### src/rtl/cpu_fetch_pkg.sv
// Shared types and helpers for the Thumb fetch front end.
// The FSM state enum and the test that detects 32-bit Thumb encodings.
package cpu_fetch_pkg;

  typedef enum logic [1:0] {
    IDLE = 2'd0,
    REQ  = 2'd1,
    WAIT = 2'd2
  } fetch_state_t;

  localparam logic [4:0] THUMB32_PREFIX_A = 5'b11101;
  localparam logic [4:0] THUMB32_PREFIX_B = 5'b11110;
  localparam logic [4:0] THUMB32_PREFIX_C = 5'b11111;

  function automatic logic is_thumb32(input logic [15:0] hw);
    return hw[15:11] inside {THUMB32_PREFIX_A, THUMB32_PREFIX_B, THUMB32_PREFIX_C};
  endfunction

endpackage

### src/rtl/halfword_fifo.sv
// Halfword queue: push 0/1/2 and pop 0/1/2 per cycle, flush, peek head and head+1.
// DEPTH must be a power of two so pointers wrap by natural overflow.
module halfword_fifo #(
  parameter int DEPTH = 4,
  parameter int CW    = $clog2(DEPTH) + 1
) (
  input  logic          clk,
  input  logic          rst_n,
  input  logic          flush,
  input  logic [1:0]    push_cnt,
  input  logic [15:0]   push_data0,
  input  logic [15:0]   push_data1,
  input  logic [1:0]    pop_cnt,
  output logic [15:0]   head0,
  output logic [15:0]   head1,
  output logic [CW-1:0] count
);

  localparam int PW = $clog2(DEPTH);

  logic [15:0]   mem [DEPTH];
  logic [PW-1:0] rd_ptr;
  logic [PW-1:0] wr_ptr;

  assign head0 = mem[rd_ptr];
  assign head1 = mem[rd_ptr + PW'(1)];

  always_ff @(posedge clk) begin
    if (!flush) begin
      if (push_cnt != 2'd0) mem[wr_ptr] <= push_data0;
      if (push_cnt == 2'd2) mem[wr_ptr + PW'(1)] <= push_data1;
    end
  end

  always_ff @(posedge clk or negedge rst_n) begin
    if (!rst_n) begin
      rd_ptr <= '0;
      wr_ptr <= '0;
      count  <= '0;
    end else if (flush) begin
      rd_ptr <= '0;
      wr_ptr <= '0;
      count  <= '0;
    end else begin
      wr_ptr <= wr_ptr + PW'(push_cnt);
      rd_ptr <= rd_ptr + PW'(pop_cnt);
      count  <= count + CW'(push_cnt) - CW'(pop_cnt);
    end
  end

endmodule

### src/rtl/thumb_fetch_unit.sv
// Buffered Thumb fetch: word reads into a halfword queue, 16/32-bit instruction assembly, redirect flush.
// Optional FETCH_STATS_EN adds saturating fire and stall counters (stat_inst, stat_stall).
module thumb_fetch_unit
  import cpu_fetch_pkg::*;
#(
  parameter int                 ADDR_W     = 16,
  parameter int                 FIFO_DEPTH = 4,
  parameter logic [ADDR_W-1:0]  RESET_PC   = '0
) (
  input  logic              clk,
  input  logic              rst_n,
  output logic              mem_req,
  output logic [ADDR_W-1:0] mem_addr,
  input  logic              mem_gnt,
  input  logic              mem_rvalid,
  input  logic [31:0]       mem_rdata,
  input  logic              redirect_valid,
  input  logic [ADDR_W-1:0] redirect_pc,
  output logic              inst_valid,
  input  logic              inst_ready,
  output logic [31:0]       inst_data,
  output logic              inst_is32,
  output logic [ADDR_W-1:0] inst_pc,
`ifdef FETCH_STATS_EN
  output logic [31:0]       stat_inst,
  output logic [31:0]       stat_stall,
`endif
  output fetch_state_t      fetch_state
);

  localparam int CW = $clog2(FIFO_DEPTH) + 1;

  fetch_state_t      state, state_next;
  logic              drop, drop_next;
  logic              skip_lo;
  logic [ADDR_W-1:0] fetch_addr;
  logic [ADDR_W-1:0] pc_q;

  logic [15:0]   hw0, hw1;
  logic [CW-1:0] count;
  logic [1:0]    push_cnt, pop_cnt;
  logic [15:0]   push_data0;
  logic          head_is32, have_one, have_two, fire, accept, room;

  halfword_fifo #(.DEPTH(FIFO_DEPTH), .CW(CW)) u_fifo (
    .clk        (clk),
    .rst_n      (rst_n),
    .flush      (redirect_valid),
    .push_cnt   (push_cnt),
    .push_data0 (push_data0),
    .push_data1 (mem_rdata[31:16]),
    .pop_cnt    (pop_cnt),
    .head0      (hw0),
    .head1      (hw1),
    .count      (count)
  );

  // Valid/ready: an instruction transfers on a cycle where inst_valid and inst_ready are both high;
  // inst_valid never depends on inst_ready, and a redirect cycle never transfers.
  assign head_is32  = is_thumb32(hw0);
  assign have_one   = (count != '0);
  assign have_two   = (count >= CW'(2));
  assign inst_is32  = have_one & head_is32;
  assign inst_valid = !redirect_valid & have_one & (!head_is32 | have_two);
  assign inst_data  = have_one ? {hw0, (inst_is32 & have_two) ? hw1 : 16'h0} : 32'h0;
  assign inst_pc    = pc_q;
  assign fire       = inst_valid & inst_ready;
  assign pop_cnt    = fire ? (inst_is32 ? 2'd2 : 2'd1) : 2'd0;

  // A read is only launched with two free slots reserved, so the response always fits.
  assign room       = (CW'(FIFO_DEPTH) - count) >= CW'(2);
  assign accept     = (state == WAIT) & mem_rvalid & !drop & !redirect_valid;
  assign push_cnt   = accept ? (skip_lo ? 2'd1 : 2'd2) : 2'd0;
  assign push_data0 = skip_lo ? mem_rdata[31:16] : mem_rdata[15:0];

  assign mem_req     = (state == REQ);
  assign mem_addr    = fetch_addr;
  assign fetch_state = state;

  always_comb begin
    state_next = state;
    drop_next  = drop;
    case (state)
      IDLE: if (!redirect_valid && room) state_next = REQ;
      REQ: begin
        if (mem_gnt) begin
          state_next = WAIT;
          drop_next  = redirect_valid;
        end else if (redirect_valid) begin
          state_next = IDLE;
        end
      end
      WAIT: begin
        if (mem_rvalid) begin
          state_next = IDLE;
          drop_next  = 1'b0;
        end else if (redirect_valid) begin
          drop_next  = 1'b1;
        end
      end
      default: state_next = IDLE;
    endcase
  end

  always_ff @(posedge clk or negedge rst_n) begin
    if (!rst_n) begin
      state      <= IDLE;
      drop       <= 1'b0;
      skip_lo    <= RESET_PC[1];
      fetch_addr <= {RESET_PC[ADDR_W-1:2], 2'b00};
      pc_q       <= {RESET_PC[ADDR_W-1:1], 1'b0};
    end else begin
      state <= state_next;
      drop  <= drop_next;
      if (redirect_valid) begin
        skip_lo    <= redirect_pc[1];
        fetch_addr <= {redirect_pc[ADDR_W-1:2], 2'b00};
        pc_q       <= {redirect_pc[ADDR_W-1:1], 1'b0};
      end else begin
        if (accept) begin
          skip_lo    <= 1'b0;
          fetch_addr <= fetch_addr + ADDR_W'(4);
        end
        if (fire) pc_q <= pc_q + (inst_is32 ? ADDR_W'(4) : ADDR_W'(2));
      end
    end
  end

`ifdef FETCH_STATS_EN
  logic started;

  // Stalls are only counted once fetching has begun after reset.
  always_ff @(posedge clk or negedge rst_n) begin
    if (!rst_n) begin
      started    <= 1'b0;
      stat_inst  <= '0;
      stat_stall <= '0;
    end else begin
      if (state != IDLE) started <= 1'b1;
      if (fire && stat_inst != '1) stat_inst <= stat_inst + 32'd1;
      if (!inst_valid && (started || state != IDLE) && stat_stall != '1)
        stat_stall <= stat_stall + 32'd1;
    end
  end
`endif

endmodule

### config.mk
export PLATFORM = sky130hd
export DESIGN_NAME = thumb_fetch_unit
export DESIGN_NICKNAME = d
export VERILOG_FILES = /design/src/rtl/cpu_fetch_pkg.sv /design/src/rtl/halfword_fifo.sv /design/src/rtl/thumb_fetch_unit.sv
export SDC_FILE = /design/constraint.sdc
export NUM_CORES = 1
export LEC_CHECK = 0
export BUFFER_PORTS_ARGS = -buffer_cell sky130_fd_sc_hd__buf_2
export CAP_MARGIN = 40
export CORE_ASPECT_RATIO = 1.2
export CORE_MARGIN = 10
export CORE_UTILIZATION = 45
export DETAILED_ROUTE_END_ITERATION = 8
export PLACE_DENSITY = 0.67
export SETUP_SLACK_MARGIN = 0.3
export SLEW_MARGIN = 25
export SYNTH_ARGS = -nofsm -noshare
export SYNTH_HDL_FRONTEND = slang
export SYNTH_SLANG_ARGS = --single-unit
export TNS_END_PERCENT = 100
### constraint.sdc
create_clock -name clk -period 5 [get_ports clk]
set_input_delay 1.5 -clock clk [delete_from_list [all_inputs] [get_ports clk]]
set_output_delay 1.5 -clock clk [all_outputs]
set_load 0.02 [all_outputs]
==> flow_summary.yaml <==
clocking:
  tritoncts: "yes"
  cts_root_buffer: "clkbuf_16"
  hold_buffers: 0
  clk_latency_ps: 340
  clock_sinks: 104
  cts_buffers: 9
  cts_resized: 0
  clkTransAtPathRegs_ps: 70
  htreeDepth: 3
  cts_max_path_buffers: 2
  cts_setup_buffers: 0
synth:
  synth-async-reset-ratio: 0.385
  yosysUniqueCellTypes: 52
  synth_compound_area_frac: 0.0530
  yosysWarnings: 0
  synth_fa_ha_area_frac: 0.0362
  synth_top_family_by_area: "multiplexers"
  synth-edff-count: 64
  synth-simple-area-share: 0.116
  netlist_top_cells_count: "mux2_2 (70), edfxtp_1 (64), dfrtp_1 (40)"
  synth_area_sq_um: 6160
  avgSynthCellArea_sq_um: 13.0
  synth_top_area_frac: 0.312
  synth.area.mux_share: 0.258
  synthTopCellsByArea: "edfxtp_1 (31%), dfrtp_1 (16%), mux2_2 (13%), mux4_2 (11%), nor2b_1 (3.3%)"
  seq_area_frac_synth: 0.475
  synth.ff_latch_count: 104
  synthCells: 475
  ys.flop_type: "edfxtp_1"
  synthXorXnorAreaFrac: 0.0299
  synth.most_common_cell: "mux2_2"
  synth_top_area_cell: "edfxtp_1"
timing:
  rsz0062_at_grt: "false"
  setup_viol: 0
  hold_viol: 0
  skew_ps: 4.42
  period_share: 0.895
  hold_slack_ps: 539
  max-slew-margin-rel: 0.436
  slew_viol_final: 0
  max_freq_mhz: 224
  fin_tns_setup_ps: 0
  worst_pin_slew_ps: 840
  period_minus_slack_ps: 4470
floorplan:
  initial_core_util: 0.463
  die_h_um: 148
  ios: 123
  rows: 46
  core_area_sq_um: 13300
  dieWidth_um: 127
  dieArea_sq_um: 18800
power_and_ir_drop:
  powerDensity_nw_per_um2: 349
  combPwrFrac: 0.314
  clockPowerShare: 0.272
  internal-power_mw: 1.70
  vdd_drop_max_mv: 0.177
  p_seq_frac: 0.415
  power_mw: 2.54
  leakagePower_nw: 2.87
  p_sw_frac: 0.331
  power.switching_mw: 0.842
critical_path:
  endpoint_kind: "output port"
  cp_data_required_time_ps: 3500
  r2r-end: "u_fifo.count[2]$_DFF_PN0_"
  r2r_cells: 10
  cp_max_fo: 21
  crit_arrival_ps: 2970
  r2r_start: "u_fifo.rd_ptr[0]$_DFF_PN0_"
  setup.worst_path.start: "u_fifo.rd_ptr[0]$_DFF_PN0_"
  crit_path_end: "inst_data[15]"
  start_kind: "register"
  ff2ff_setup_slack_ps: 1090
  criticalPathCategory: "register to output port"
route:
  drtIter0Drc: 232
  viasPerCell: 5.67
  drt-wirelength-per-cell_um: 20.2
  wl_um: 15500
  vias: 4353
  dr.pass1.iters: 4
  drcViolationCount: 0
  ant_nets: 0
place:
  hpwl_um: 11100
  numPortBuffers: 118
  dpl-instance-area_sq_um: 6990
  gp_congestion: 0.795
global_route:
  track_usage: 0.163
  grt-ovfl-total: 0
  grt_pass1_wl_um: 24500
  grt_max_degree: 34
  antenna_found_initial: 2
  grt_pass1_vias: 4729
final_layout:
  drive_gt1_frac: 0.433
  area_growth_pct: 18.3
  fin_area_sq_um: 7280
  n_antenna_cell: 0
  fin_nets: 665
hold_path:
  min_path_type: "register to register"
outcome:
  status: "finished, final reports clean"
run:
  maxCapViolCount: 0
-- worst max-delay path, cell delays in order, from the launching register on --
cell and delay [ps]:
dfrtp_2 800, buf_4 390, mux4_2 310, or4b_1 450
buf_4 240, nor2b_1 220, buf_2 210
-- power groups by stage --
| stage | logic (mW) | clock network [mW] | registers [mW] |
|---|---|---|---|
| 2_1_floorplan | 0.536 | 0 | 1.09 |
| 3_3_place_gp | 0.788 | 0 | 1.07 |
| 3_5_place_dp | 0.807 | 0 | 1.07 |
| 4_1_cts | 0.812 | 0.706 | 1.05 |
| 5_1_grt | 0.877 | 0.745 | 1.07 |
| 6_report | 0.798 | 0.691 | 1.05 |
-- how the worst min path moves through the flow --
stage	depth (start not counted)	to	start
floorplan	2	u_fifo.count[2]$_DFF_PN0_	u_fifo.count[2]$_DFF_PN0_
global placement	2	fetch_state[1]$_DFFE_PN0P_	fetch_state[1]$_DFFE_PN0P_
detailed placement	2	fetch_state[1]$_DFFE_PN0P_	fetch_state[1]$_DFFE_PN0P_
CTS	2	fetch_state[1]$_DFFE_PN0P_	fetch_state[1]$_DFFE_PN0P_
global route	2	u_fifo.count[2]$_DFF_PN0_	u_fifo.count[2]$_DFF_PN0_
finish	2	fetch_state[1]$_DFFE_PN0P_	fetch_state[1]$_DFFE_PN0P_
-- kinds of logic (layout without fill, tap and decap cells) --
group	count (synthesis)	in the layout
fa+ha+maj	16	16
mux	109	109
xor+xnor	21	21
simple gates	129	129
other cells	1	3
compound gates	52	52
flops	104	104
buf+inv	43	166
-- final cells by class --
type	instances	area, sq um
clock inverters	5	38.8
repair buffers	134	721
clock buffers	11	254
inverters	16	60.1
fillers	1164	6010
flip-flops and latches	104	2920
multi-input cells	330	3080
well taps	168	210
-- per-layer routing --
metal  global-route usage  vias to the layer above  part of all wire
met4               0.0587                        2             0.022
met5                    0                        -           0.00045
met2                0.276                      141              0.49
met1                0.190                     2155              0.40
met3               0.0494                       28             0.080
li1                     -                     2027                 -
-- state kept, by name (all words and copies together), names as in the netlist --
signal	count
u_fifo.wr_ptr	2
u_fifo.rd_ptr	2
mem_addr	14
drop	1
fetch_state	2
u_fifo.count	3
u_fifo.mem	64
skip_lo	1
inst_pc	15
-- stage by stage --
step | utilization | std cells | setup slack, ps
2_1_floorplan | - | 477 | 1160
3_3_place_gp | 0.524 | 750 | 915
3_5_place_dp | 0.525 | 751 | 879
4_1_cts | 0.547 | 767 | 497
5_1_grt | 0.548 | 768 | 335
6_report | 0.548 | 768 | 527
-- placed cells by master, fill, tap and decap left out, drive strengths merged, types with 3 or more instances in the layout --
| master | netlist | final |
|---|---|---|
| buf | 12 | 133 |
| mux2 | 70 | 70 |
| edfxtp | 64 | 64 |
| dfrtp | 40 | 40 |
| nor2b | 32 | 32 |
| mux4 | 32 | 32 |
| nor2 | 22 | 22 |
| nand2 | 21 | 21 |
| o21ai | 17 | 17 |
| inv | 15 | 16 |
| ha | 13 | 13 |
| a21oi | 13 | 13 |
| xnor2 | 12 | 12 |
| clkbuf | 15 | 12 |
| xor2 | 9 | 9 |
| nand3 | 9 | 9 |
| o211ai | 8 | 8 |
| and2b | 7 | 7 |
| mux2i | 7 | 7 |
| a31oi | 7 | 7 |
| or3 | 6 | 6 |
| nor3 | 6 | 6 |
| nand2b | 5 | 5 |
| nand4 | 5 | 5 |
| and3 | 4 | 4 |
| fa | 3 | 3 |
| conb | 1 | 3 |
| clkinv | 1 | 3 |
Note: power is estimated with default switching activity, not from simulation.
